**config.mk**
```make
export PLATFORM = sky130hd
export DESIGN_NAME = rr_resource_arbiter
export DESIGN_NICKNAME = d
export VERILOG_FILES = /design/src/rtl/arb_pkg.sv /design/src/rtl/rr_resource_arbiter.sv
export SDC_FILE = /design/constraint.sdc
export NUM_CORES = 1
export LEC_CHECK = 0
export CAP_MARGIN = 20
export CORE_AREA = 2 2 39 41
export DETAILED_ROUTE_END_ITERATION = 12
export DIE_AREA = 0 0 41 43
export HOLD_SLACK_MARGIN = 0.12
export PLACE_DENSITY = 0.64
export SLEW_MARGIN = 25
export SYNTH_ARGS = -nofsm -noshare
export SYNTH_HDL_FRONTEND = slang
export SYNTH_SLANG_ARGS = --single-unit
```
**constraint.sdc**
```tcl
create_clock -name clk -period 1.2 [get_ports clk]
set_input_delay 0.3 -clock clk [delete_from_list [all_inputs] [get_ports clk]]
set_output_delay 0.3 -clock clk [all_outputs]
set_load 0.1 [all_outputs]
```
**src/rtl/arb_pkg.sv**
```systemverilog
// Shared types and the round-robin pick function for the two-requester resource arbiter.
package arb_pkg;

  typedef enum logic [1:0] {IDLE, HOLD, DONE} arb_state_t;
  typedef enum logic {OWN_A, OWN_B} owner_t;

  // With both requesters contending, the one that did not own last wins.
  function automatic owner_t rr_pick(input logic req_a, input logic req_b, input owner_t owner);
    owner_t pick;
    if (req_a && req_b) begin
      pick = (owner == OWN_A) ? OWN_B : OWN_A;
    end else if (req_a) begin
      pick = OWN_A;
    end else begin
      pick = OWN_B;
    end
    return pick;
  endfunction

endpackage

```
**src/rtl/rr_resource_arbiter.sv**
```systemverilog
// Two-requester round-robin arbiter: fixed BUSY_CYCLES ownership, done pulse, one idle cycle.
module rr_resource_arbiter
  import arb_pkg::*;
#(
  parameter int unsigned BUSY_CYCLES = 3,
  parameter int unsigned CNT_W       = $clog2(BUSY_CYCLES + 1)
) (
  input  logic             clk,
  input  logic             rst_n,
  input  logic             req_a,
  input  logic             req_b,
  output logic             gnt_a,
  output logic             gnt_b,
  output logic             busy,
  output logic             done,
  output logic             owner,
  output logic [CNT_W-1:0] busy_cnt
);

  arb_state_t       r_state, w_state;
  owner_t           r_owner, w_owner, w_pick;
  logic             r_gnt_a, w_gnt_a;
  logic             r_gnt_b, w_gnt_b;
  logic             r_busy, w_busy;
  logic             r_done, w_done;
  logic [CNT_W-1:0] r_cnt, w_cnt;

  // Owner resets to B so A wins the first contested arbitration.
  always_ff @(posedge clk or negedge rst_n) begin
    if (!rst_n) begin
      r_state <= IDLE;
      r_owner <= OWN_B;
      r_gnt_a <= 1'b0;
      r_gnt_b <= 1'b0;
      r_busy  <= 1'b0;
      r_done  <= 1'b0;
      r_cnt   <= '0;
    end else begin
      r_state <= w_state;
      r_owner <= w_owner;
      r_gnt_a <= w_gnt_a;
      r_gnt_b <= w_gnt_b;
      r_busy  <= w_busy;
      r_done  <= w_done;
      r_cnt   <= w_cnt;
    end
  end

  // Next state and next registered outputs; requests are only looked at in IDLE.
  always_comb begin
    w_state = r_state;
    w_owner = r_owner;
    w_gnt_a = r_gnt_a;
    w_gnt_b = r_gnt_b;
    w_busy  = r_busy;
    w_done  = 1'b0;
    w_cnt   = r_cnt;
    w_pick  = rr_pick(req_a, req_b, r_owner);
    case (r_state)
      IDLE: begin
        if (req_a || req_b) begin
          w_owner = w_pick;
          w_gnt_a = (w_pick == OWN_A);
          w_gnt_b = (w_pick == OWN_B);
          w_busy  = 1'b1;
          w_cnt   = CNT_W'(BUSY_CYCLES - 1);
          w_state = HOLD;
        end
      end
      HOLD: begin
        // A zero count on entry (BUSY_CYCLES == 1) releases on the very next edge.
        if (r_cnt != '0) begin
          w_cnt = r_cnt - CNT_W'(1);
        end else begin
          w_gnt_a = 1'b0;
          w_gnt_b = 1'b0;
          w_busy  = 1'b0;
          w_done  = 1'b1;
          w_state = DONE;
        end
      end
      DONE: begin
        w_state = IDLE;
      end
      default: begin
        w_state = IDLE;
      end
    endcase
  end

  assign gnt_a    = r_gnt_a;
  assign gnt_b    = r_gnt_b;
  assign busy     = r_busy;
  assign done     = r_done;
  assign owner    = r_owner;
  assign busy_cnt = r_cnt;

endmodule
```
==> results of run 1 <==
-- synthesized netlist by cell type, drive strengths merged --
cell / instances / area, sq um
a2bb2oi: 1 / 8.76
a31oi: 1 / 6.26
o21ai: 1 / 5.00
a31o: 1 / 8.76
nand3b: 1 / 7.51
nor3: 2 / 10.0
ha: 2 / 25.0
inv: 4 / 15.0
o22ai: 1 / 6.26
a22o: 1 / 8.76
nand2: 6 / 22.5
a21oi: 3 / 15.0
dfrtp: 8 / 200
and3: 1 / 6.26
dfstp: 1 / 26.3
and2: 1 / 6.26
nor2: 4 / 17.5
-- what timing repair did --
item	CTS	global route
setup buffers	4	2
pin swaps	1	4
endpoints found under the setup margin	3	8
resized for setup	3	6
-- worst paths after layout --
path,endpoint,slack (ns),depth (start not counted)
max in group asynchronous,owner,0.55,1
worst max register to register,gnt_b,-0.07,5
min in group clk,busy,0.55,2
worst min-delay path,r_state[1],0.33,1
worst min register to register,busy,0.55,2
worst max-delay path,owner,-0.16,1
-- layer usage --
layer,GRT usage (%),up-vias,wire length (um)
li1,-,179,-
met1,13.6,168,358
met2,18.1,9,418
met3,6.28,2,47
met4,4.00,0,11
met5,0,-,0
-- flip-flops by register name, summed over array words and instances (netlist names) --
signal,count
busy,1
r_state,2
gnt_b,1
gnt_a,1
busy_cnt,2
owner,1
done,1
-- kinds of logic (layout without fill, tap and decap cells) --
| kind of cell | count (synthesis) | count (layout) | synth area share (%) |
|---|---|---|---|
| flops | 9 | 9 | 57.3 |
| fa+ha+maj | 2 | 2 | 6.33 |
| simple gates | 15 | 15 | 17.7 |
| buf+inv | 4 | 27 | 3.80 |
| compound gates | 9 | 9 | 14.9 |
-- through the flow --
step	std cells	cell area [sq um]	worst slack (ns)	TNS [ns]
after floorplan	39	437	-0.109	-0.327
after global placement	68	649	-0.149	-0.507
after detailed placement	68	649	-0.161	-0.630
after CTS	76	717	-0.159	-0.566
after global routing	78	748	-0.183	-0.906
final	78	748	-0.157	-0.531
-- layout make-up --
| cell class | count | area (sq um) |
|---|---|---|
| repair buffers | 19 | 249 |
| inverters | 4 | 25.0 |
| flip-flops and latches | 9 | 238 |
| well taps | 16 | 20.0 |
| clock buffers | 4 | 26.3 |
| multi-input cells | 26 | 190 |
| fillers | 124 | 636 |
-- worst reg2reg max path: stages (launching register included) --
cell	delay, ns
dfrtp_4	0.48
buf_6	0.13
inv_8	0.05
ha_4	0.11
nand3b_1	0.14
a31o_1	0.25
==> metrics.md, run 1 <==
| Metric | Value |
|---|---|
| CTS tree | `yes` |
| DRT iter0 DRCs | `1` |
| CP delay by family, top | `flip-flops` |
| Critical path's largest stage delay | `0.63 ns` |
| Hold Buf Count CTS | `0` |
| Core area | `1380 sq um` |
| Worst Skew | `0.000828 ns` |
| Tcrit/Tclk final | `113%` |
| Nets | `69` |
| Status | `complete, but fails checks` |
| 1st-pass router iterations | `2` |
| Crit-path max FO | `2` |
| Root Buffer Master | `clkbuf_4` |
| Commonest non-fill, non-tap cells in the layout | `buf_12 (7), nand2_1 (6), dfrtp_1 (6), buf_4 (6)` |
| Routed WL per cell | `10.7 um` |
| Cells after Synth | `39` |
| Vias in the first global route | `349` |
| Register area share after synthesis | `57.3%` |
| Buffers & Inverters on Critical Path | `1` |
| Violated checks | `negative setup slack` |
| Die width | `41 um` |
| CTS sink count | `9` |
| Initial antenna violation count | `0` |
| Max-Cap Viols | `0` |
| Reg2reg start | `busy_cnt[0]` |
| Drt via density | `4.59` |
| Global-route wire length before repair | `1390 um` |
| Rows | `14` |
| Clock Latency Late Sink | `0.26 ns` |
| Worst EP arrival | `1.06 ns` |
| Number of distinct library cells after synthesis | `18` |
| Grt total ovfl | `0` |
| Total die area | `1760 sq um` |
| Most common cell after layout, fill and taps aside | `buf_12` |
| Flops & latches, synth | `9` |
| Headroom to the max-slew limit | `73.4%` |
| Cells along the critical path | `buf_12` |
| Fin util | `54.1%` |
| Area growth syn-to-layout | `89.2%` |
| Final setup viols | `5` |
| Mapped cell area | `395 sq um` |
| H-tree depth | `1` |
| Worst setup path startpoint | `owner` |
| I/O pin cnt | `11` |
| Diodes inserted | `0` |
| RSZ-0062 raised after global routing | `true` |
| PnR worst setup slack | `-0.157 ns` |
| DRT antenna net count | `0` |
| Avg Cell Area, Syn | `10.1 sq um` |
| Gp weighted congestion | `0.831` |
| WP data required | `0.90 ns` |
| Die Ht | `43 um` |
| DRC violations left | `0` |
| Vias | `358` |
| Initial core utilization | `28.6%` |
| Critical Path Sink Type | `output port` |
| CTS buffer count | `3` |
| DRT Wirelength | `835 um` |
| Post-route minimum period | `1.36 ns` |
| Yosys warns | `0` |
| Setup Crit Path Kind | `reg2out` |
| Hold WC Path Type | `in2async` |
| CTS max path bufs | `2` |
| Syn nets | `45` |
| Clk pin slew, worst setup/hold paths | `0.06 ns` |
| Tot GR Track Use | `11.9%` |
| Highest clock rate | `737 MHz` |
| Worst hold slack | `0.332 ns` |
| Worst-Margin Slew | `0.398 ns` |
| Slowest stage cell, crit path | `dfstp_4` |
| Final hold vios | `0` |
| IO buf count | `10` |
| Startpoint class of the critical path | `register` |
| Final Max Tran Viols | `0` |
| Fraction of layout cells with a size suffix above 1 | `50.0%` |
| Largest net degree at the start of global routing | `10` |
Power of run 1 is left out: the tool's default activity adds up to more than one toggle a clock period on the data nets, which glitch-free logic cannot reach.
==> run 2: changes to the inputs <==
- clock period: 1.2 -> 1.4 ns (I/O delays scaled with it)
==> run 2 against run 1 <==
  * First-iteration DRC count grew to 3.0 times the previous value
  * Critical path depth stayed put
  * Via count shrank 5.0%
  * Global-route usage up 0.11 points
  * Setup slack better by 0.16 ns
  * Clock skew about the same
  * The flow now finishes without violations
  * Die area is the same
==> metrics.md, run 2 (synthesized netlist as in run 1, its figures left out) <==
| Metric | Value |
|---|---|
| Status | `finished, final reports clean (was complete, but fails checks)` |
| CTS tree | `yes (unchanged)` |
| CTS max path bufs | `2 (unchanged)` |
| Core area | `1380 sq um (unchanged)` |
| RSZ-0062 raised after global routing | `true (unchanged)` |
| Routed length on met1 | `336 um (was 358 um)` |
| DRC violations left | `0 (unchanged)` |
| Headroom to the max-slew limit | `73.2% (was 73.4%)` |
| H-tree depth | `1 (unchanged)` |
| Rows | `14 (unchanged)` |
| Nets | `61 (was 69)` |
| DRT iter0 DRCs | `3 (was 1)` |
| Total die area | `1760 sq um (unchanged)` |
| Critical Path Sink Type | `output port (unchanged)` |
| Global-route wire length before repair | `1360 um (was 1390 um)` |
| Die width | `41 um (unchanged)` |
| Met2 wire len | `452 um (was 418 um)` |
| Diodes inserted | `0 (unchanged)` |
| Met3 Routed Length | `48 um (was 47 um)` |
| Top Layer Used | `met3 (was met4)` |
| Hold WC Path Type | `in2async (unchanged)` |
| Drt via density | `4.86 (was 4.59)` |
| Post-route minimum period | `1.39 ns` |
| Final Max Tran Viols | `0 (unchanged)` |
| Worst hold slack | `0.391 ns (was 0.332 ns)` |
| Largest net degree at the start of global routing | `10 (unchanged)` |
| Fraction of layout cells with a size suffix above 1 | `29.6% (was 50.0%)` |
| CTS buffer count | `3 (unchanged)` |
| Initial core utilization | `28.6% (unchanged)` |
| WP data required | `1.05 ns (was 0.90 ns)` |
| Final hold vios | `0 (unchanged)` |
| Crit-path max FO | `2 (unchanged)` |
| CP delay by family, top | `flip-flops (unchanged)` |
| Tcrit/Tclk final | `99.5%` |
| Final setup viols | `0 (was 5)` |
| Root Buffer Master | `clkbuf_4 (unchanged)` |
| Grt total ovfl | `0 (unchanged)` |
| IO buf count | `10 (unchanged)` |
| Worst-Margin Slew | `0.400 ns (was 0.398 ns)` |
| Worst EP arrival | `1.04 ns (was 1.06 ns)` |
| Slowest stage cell, crit path | `dfstp_4 (unchanged)` |
| Clk pin slew, worst setup/hold paths | `0.06 ns (about the same)` |
| Cells along the critical path | `buf_12 (unchanged)` |
| Initial antenna violation count | `0 (unchanged)` |
| Vias in the first global route | `327 (was 349)` |
| Buffers & Inverters on Critical Path | `1 (unchanged)` |
| Critical path's largest stage delay | `0.62 ns (was 0.63 ns)` |
| Highest clock rate | `718 MHz` |
| Routed WL per cell | `12.0 um (was 10.7 um)` |
| DRT Wirelength | `837 um (was 835 um)` |
| Worst Skew | `0.000793 ns (was 0.000828 ns)` |
| Setup Crit Path Kind | `reg2out (unchanged)` |
| I/O pin cnt | `11 (unchanged)` |
| Area growth syn-to-layout | `60.1% (was 89.2%)` |
| Pre-CTS setup slack | `-0.0629 ns (was -0.161 ns)` |
| Post-DP HPWL | `646 um` |
| CTS sink count | `9 (unchanged)` |
| Setup TNS Final | `0 ns (was -0.531 ns)` |
| Commonest non-fill, non-tap cells in the layout | `buf_12 (7), nand2_1 (6), dfrtp_1 (6) (was buf_12 (7), nand2_1 (6), dfrtp_1 (6), buf_4 (6))` |
| DRT antenna net count | `0 (unchanged)` |
| PnR worst setup slack | `0.00631 ns (was -0.157 ns)` |
| 1st-pass router iterations | `3 (was 2)` |
| Vias | `340 (was 358)` |
| Clock Latency Late Sink | `0.25 ns (was 0.26 ns)` |
| Gp weighted congestion | `0.738 (was 0.831)` |
| Max-Cap Viols | `0 (unchanged)` |
| Filler cells | `136 (was 124)` |
| Most common cell after layout, fill and taps aside | `buf_12 (unchanged)` |
| Tot GR Track Use | `12.0% (was 11.9%)` |
| Die Ht | `43 um (unchanged)` |
| Startpoint class of the critical path | `register (unchanged)` |
[run 2: changes by cell type in the layout (fill, tap and decap cells not counted), moves of 2 or more]
cell and delta:
ha_4 -2, buf_6 -3, inv_1 +3, buf_4 -5
[run 2: worst paths after layout]
kind	startpoint	end	slack [ns]	cells past startpoint
setup / recovery	owner	owner	0.006	1
hold / removal	rst_n	gnt_b	0.39	1
setup reg to reg	busy_cnt[0]	busy_cnt[1]	0.09	5
hold reg to reg	busy	busy	0.54	2
max in group asynchronous	rst_n	owner	0.69	1
min in group clk	busy	busy	0.54	2
[run 2: metal layers]
layer	up-vias	track usage (%)
met5	-	0
met4	0	8.00
met3	0	3.14
met2	8	18.1
met1	166	14.0
li1	166	-
[run 2: layout make-up]
type | instances | area, sq um | share of cell area [%]
Clock buffer | 4 | 26.3 | 4.15
Inverter | 4 | 15.0 | 2.37
Sequential cell | 9 | 238 | 37.5
Tap cell | 16 | 20.0 | 3.16
Multi-Input combinational cell | 26 | 156 | 24.7
Timing Repair Buffer | 11 | 178 | 28.1
[run 2: per-stage QoR]
step | util [%] | area, sq um | std cells
after floorplan | - | 407 | 39
after global placement | 43.1 | 597 | 65
after detailed placement | 43.1 | 597 | 65
after CTS | 45.6 | 631 | 70
after global routing | 45.8 | 633 | 70
final | 45.8 | 633 | 70
[run 2: worst register-to-register path, cell delays in order, from the launching register on]
cell,delay (ns)
dfrtp_4,0.50
inv_1,0.11
ha_2,0.23
nor2_1,0.05
a22o_1,0.20
a2bb2oi_1,0.15
[run 2: what timing repair did]
action | CTS | global route
gates resized for setup | 0 | 1
setup buffers | 1 | 0
hold buffers | 0 | 0
setup endpoints to repair | 1 | 2
Power of run 2 is left out for the same reason.
==> run 3: changes to the inputs <==
- CAP_MARGIN: 20 -> 10
- CORE_AREA: 2 2 39 41 -> 10 10 47 49
- CTS_BUF_LIST: not set -> sky130_fd_sc_hd__clkbuf_2
- DIE_AREA: 0 0 41 43 -> 0 0 57 59
==> run 3 against run 2 <==
  * The flow now finishes with violations (negative setup slack)
  * Critical path depth unchanged
  * Clock skew grew 0.0033 ns
  * Global-route usage decreased by 6.6 points
  * Clock-buffer cell count unchanged
  * Sequential cell count did not move
  * Core utilization shrank 1.0 points
  * Die area up 91%
  * Final area decreased by 0.99%
==> metrics.md, run 3 (synthesized netlist as in run 1, its figures left out) <==
| Metric | Value |
|---|---|
| Reg2reg start | `busy_cnt[0] (unchanged)` |
| Startpoint class of the critical path | `register (unchanged)` |
| Post-DP HPWL | `644 um (was 646 um)` |
| Nets | `61 (unchanged)` |
| Most common cell after layout, fill and taps aside | `buf_12 (unchanged)` |
| Tot GR Track Use | `5.39% (was 12.0%)` |
| CTS buffer count | `3 (unchanged)` |
| Largest net degree at the start of global routing | `10 (unchanged)` |
| DRC violations left | `0 (unchanged)` |
| Area growth syn-to-layout | `58.5% (was 60.1%)` |
| Max-Cap Viols | `0 (unchanged)` |
| Die width | `57 um (was 41 um)` |
| Routed WL per cell | `11.3 um (was 12.0 um)` |
| CP delay by family, top | `flip-flops (unchanged)` |
| Drt via density | `4.66 (was 4.86)` |
| Root Buffer Master | `clkbuf_2 (was clkbuf_4)` |
| Worst Skew | `0.00405 ns (was 0.000793 ns)` |
| Highest clock rate | `713 MHz (was 718 MHz)` |
| Fraction of layout cells with a size suffix above 1 | `31.5% (was 29.6%)` |
| Grt total ovfl | `0 (unchanged)` |
| Die Ht | `59 um (was 43 um)` |
| Final setup viols | `1 (was 0)` |
| Post-route cell area | `627 sq um (was 633 sq um)` |
| CTS tree | `yes (unchanged)` |
| DRT antenna net count | `0 (unchanged)` |
| Reg-to-reg setup timing slack | `0.10 ns (was 0.09 ns)` |
| Vias in the first global route | `322 (was 327)` |
| Worst EP arrival | `1.05 ns (was 1.04 ns)` |
| Hold Buf Count CTS | `0 (unchanged)` |
| Setup Crit Path Kind | `reg2out (unchanged)` |
| IO buf count | `10 (unchanged)` |
| Cells along the critical path | `buf_12 (unchanged)` |
| Rows | `14 (unchanged)` |
| Status | `complete, but fails checks (was finished, final reports clean)` |
| Buffers & Inverters on Critical Path | `1 (unchanged)` |
| Initial core utilization | `28.2% (was 28.6%)` |
| Commonest non-fill, non-tap cells in the layout | `buf_12 (7), nand2_1 (6), dfrtp_1 (6) (unchanged)` |
| Worst-Margin Slew | `0.404 ns (was 0.400 ns)` |
| I/O pin cnt | `11 (unchanged)` |
| Vias | `326 (was 340)` |
| Hold WC Path Type | `in2async (unchanged)` |
| DRT iter0 DRCs | `10 (was 3)` |
| Gp weighted congestion | `0.712 (was 0.738)` |
| Global-route wire length before repair | `1380 um (was 1360 um)` |
| DRT Wirelength | `793 um (was 837 um)` |
| PnR worst setup slack | `-0.00299 ns (was 0.00631 ns)` |
| Initial antenna violation count | `0 (unchanged)` |
| Critical path's largest stage delay | `0.63 ns (was 0.62 ns)` |
| H-tree depth | `1 (unchanged)` |
| Violated checks | `negative setup slack` |
| Clock Latency Late Sink | `0.25 ns (about the same)` |
| Clk pin slew, worst setup/hold paths | `0.09 ns (was 0.06 ns)` |
| WP data required | `1.05 ns (about the same)` |
| Total die area | `3360 sq um (was 1760 sq um)` |
| Core area | `1400 sq um (was 1380 sq um)` |
| Slowest stage cell, crit path | `dfstp_4 (unchanged)` |
| CTS sink count | `9 (unchanged)` |
| Final hold vios | `0 (unchanged)` |
| Headroom to the max-slew limit | `73.0% (was 73.2%)` |
| Filler cells | `135 (was 136)` |
| Critical Path Sink Type | `output port (unchanged)` |
| Placement Cell Area | `597 sq um (unchanged)` |
| 1st-pass router iterations | `4 (was 3)` |
| CTS max path bufs | `2 (unchanged)` |
| Worst r2r path cells | `5 (unchanged)` |
| Post-route minimum period | `1.40 ns (was 1.39 ns)` |
| Tcrit/Tclk final | `100% (was 99.5%)` |
| Reg2reg end | `busy_cnt[1] (unchanged)` |
| Crit-path max FO | `2 (unchanged)` |
| Final Max Tran Viols | `0 (unchanged)` |
| RSZ-0062 raised after global routing | `true (unchanged)` |
| Diodes inserted | `0 (unchanged)` |
run 3: cell types whose count changed in the layout (fill, tap and decap cells not counted):
| cell | change |
|---|---|
| clkbuf_1 | -1 |
| clkbuf_2 | +4 |
| clkbuf_4 | -3 |
run 3: stage by stage:
step	utilization [%]	std cells	TNS [ns]	hold WS, ns	setup WS [ns]
6_report	44.7	70	-0.00299	0.383	-0.00299
5_1_grt	44.7	70	-0.0467	0.380	-0.0467
4_1_cts	44.6	70	-0.0134	0.388	-0.0134
3_5_place_dp	42.6	65	-0.0354	0.552	-0.0354
3_3_place_gp	42.6	65	-0.00941	0.529	-0.00941
2_1_floorplan	-	39	-0.0137	0.0544	-0.0137
run 3: routing by layer:
metal / routed length (um) / global-route usage [%]
met3: 89 / 4.08
met1: 330 / 4.95
met2: 351 / 7.60
met5: 0 / 0
met4: 22 / 5.03
run 3: worst max path at each step:
stage / from / endpoint / slack, ns / cells after the start
detailed placement: req_a / gnt_b / -0.04 / 4
floorplan: busy_cnt[0] / busy_cnt[1] / -0.01 / 4
finish: owner / owner / -0.003 / 1
global placement: req_a / gnt_b / -0.009 / 4
global route: owner / owner / -0.05 / 1
CTS: owner / owner / -0.01 / 1
run 3: final cells by class:
cell class | count | area (sq um) | area share, %
clock buffers | 4 | 20.0 | 3.19
repair buffers | 11 | 178 | 28.3
flip-flops and latches | 9 | 238 | 37.9
well taps | 16 | 20.0 | 3.19
multi-input cells | 26 | 156 | 25.0
inverters | 4 | 15.0 | 2.40
run 3: timing repair:
| action | in CTS | in global routing |
|---|---|---|
| pin swaps | 0 | 0 |
| endpoints found under the hold margin | 0 | 0 |
| endpoints found under the setup margin | 1 | 2 |
| gates resized for setup | 0 | 1 |
| setup buffers | 1 | 0 |
Power of run 3 is left out for the same reason.
==> patch: new RTL, settings of run 2 <==
Reset style: synchronous (`rst_n`), changed in one clocked block.
--- a/src/rtl/rr_resource_arbiter.sv
+++ b/src/rtl/rr_resource_arbiter.sv
@@ -28,3 +28,3 @@
   // Owner resets to B so A wins the first contested arbitration.
-  always_ff @(posedge clk or negedge rst_n) begin
+  always_ff @(posedge clk) begin
     if (!rst_n) begin
Formal check against the unedited RTL: differs if rst_n is asserted again (counterexample within 4 cycles, from zero or initial values and one cycle with rst_n low); with rst_n held inactive, the same outputs for 10 cycles.
==> patch against run 2 <==
  * Global-route usage rose by 1.3 points
  * Area after synthesis increased by 5.4%
  * Design area increased by 5.5%
  * Maximum frequency up 9.7%
  * Worst setup slack better by 120 ps
  * Sequential cell count did not move
  * Routed wire length rose by 4.1%
  * Critical path type is now flip-flop to flip-flop
  * Critical endpoint is now busy_cnt[1]
==> patch: results (changes against run 2) <==
[run_status]
result_of_the_run=finished, final reports clean

[logic_synthesis]
yosys.cell_types.count=21  ; +3
synthArstFlopShare=0  ; -1.00
number_of_flops_mapped_to_enable_cells_by_yosys=0  ; unchanged
synth_sequential_area_ratio=0.432  ; -0.140
ranking_of_synthesized_cells_by_instance_count=dfxtp_1 (9), o21ai_0 (6), inv_1 (5), nand2_1 (5)
netlist.area_leader.share=0.432  ; -0.0739
synth_area_leaders=dfxtp_1 (43%), o21ai_0 (7.2%), ha_1 (6.0%), inv_1 (4.5%), nand2_1 (4.5%)
synth_warnings=0  ; unchanged
syn_nets=54  ; +20%

[route]
route.final.wire_length_um=871  ; +4.1%
viasPerCell=4.77  ; -1.9%
detail_route.iter0.violations=10  ; +7

[pwr]
power.leakage_nw=0.276
netSwitchingPower_uw=368

[clocking]
cell_chosen_for_the_clock_root=clkbuf_4
cts.path.max_buffers=2  ; unchanged
cts_post_setup_buffers_inserted=0  ; -1
cts_bufs_inserted=3  ; unchanged
cts.reportedPaths.clkPinSlew_ps=60  ; about the same
worstSkewPairLatency_ps=250  ; about the same
cts_max_level=1  ; unchanged

[layout]
layout_cell_share_with_drive_strength_beyond_1=0.323  ; +0.0268
antenna_fix_cells=0  ; unchanged
count_of_filler_cells_inserted_in_the_layout=141  ; +3.7%
finish.net_count=72  ; +18%

[timing]
worst-slew-pin-transition_ps=348  ; -52.3 ps
finClkSkew_ps=1.81  ; +1.02 ps
final-hold-violation-count=0  ; unchanged
timing.hold.ws_ps=505  ; +114 ps
slew_viol_final=0  ; unchanged

[grt]
grt_max_degree=12  ; +2
first_global_vias=350  ; +7.0%
grt_first_pass_wirelength_mm=1.50  ; +10%
grtUsageTotal=0.133  ; +0.0129

[place]
port-buffer-count=10  ; unchanged
placement.cell_area_um2=634  ; +6.3%
gp_routability_congestion=0.789  ; +6.9%
dp_hpwl_um=686  ; +6.3%

[min_path]
hold_path_class=flip-flop to flip-flop

[setup_path]
timing.reg2reg.setup_slack_ps=130  ; +40 ps
worst-endpoint-arrival_ps=1420  ; +380 ps
timing.critical_path.fanout_max=5  ; +3

-- patch: area by class of cell --
cell class | count | area (µm²) | share of cell area
clock buffers | 4 | 26.3 | 0.0393
inverters | 5 | 18.8 | 0.0281
multi-input cells | 33 | 214 | 0.320
flip-flops and latches | 9 | 189 | 0.283
well taps | 16 | 20.0 | 0.0300
repair buffers | 14 | 200 | 0.300
-- patch: through the flow --
stage	setup WS [ps]	instances
3_5_place_dp	-92.4	77
3_3_place_gp	-90.6	77
2_1_floorplan	-11.9	48
4_1_cts	122	81
5_1_grt	11.6	81
6_report	129	81
-- patch: power groups by stage --
stage / Sequential [mW] / Clock, mW / Combinational, mW
after CTS: 0.332 / 0.202 / 0.389
after global placement: 0.336 / 0 / 0.385
after detailed placement: 0.338 / 0 / 0.388
after floorplan: 0.482 / 0 / 0.0983
final: 0.332 / 0.196 / 0.392
after global routing: 0.337 / 0.226 / 0.417
-- patch: logic make-up (layout without fill, tap and decap cells) --
kind of cell | after synthesis | after routing | share of synthesized area
adder cells (fa/ha/maj) | 2 | 2 | 0.0601
buffers and inverters | 6 | 23 | 0.0721
AO/OA/AOI/OAI | 15 | 15 | 0.231
AND/OR/NAND/NOR | 16 | 16 | 0.204
flip-flops | 9 | 9 | 0.432
-- patch: path summary, 6_finish.rpt --
path	start	to
worst max-delay path	busy_cnt[1]	busy_cnt[1]
worst min-delay path	gnt_b	gnt_b
worst max register to register	busy_cnt[1]	busy_cnt[1]
worst min register to register	gnt_b	gnt_b
-- patch: worst max-delay path: stages (launching register included) --
cell and delay, ps:
dfxtp_4 350, inv_1 110, ha_2 230, nor2_1 50, a22o_1 210, a221oi_1 220
-- patch: timing repair --
action / in CTS / in global routing
setup endpoints to repair: 0 / 2
resized for setup: 0 / 2
hold endpoints to repair: 0 / 0
-- patch: layer usage --
metal,wire [µm],global-route usage
met5,0,0
met3,38,0.0471
met4,22,0.100
met1,366,0.155
met2,443,0.188
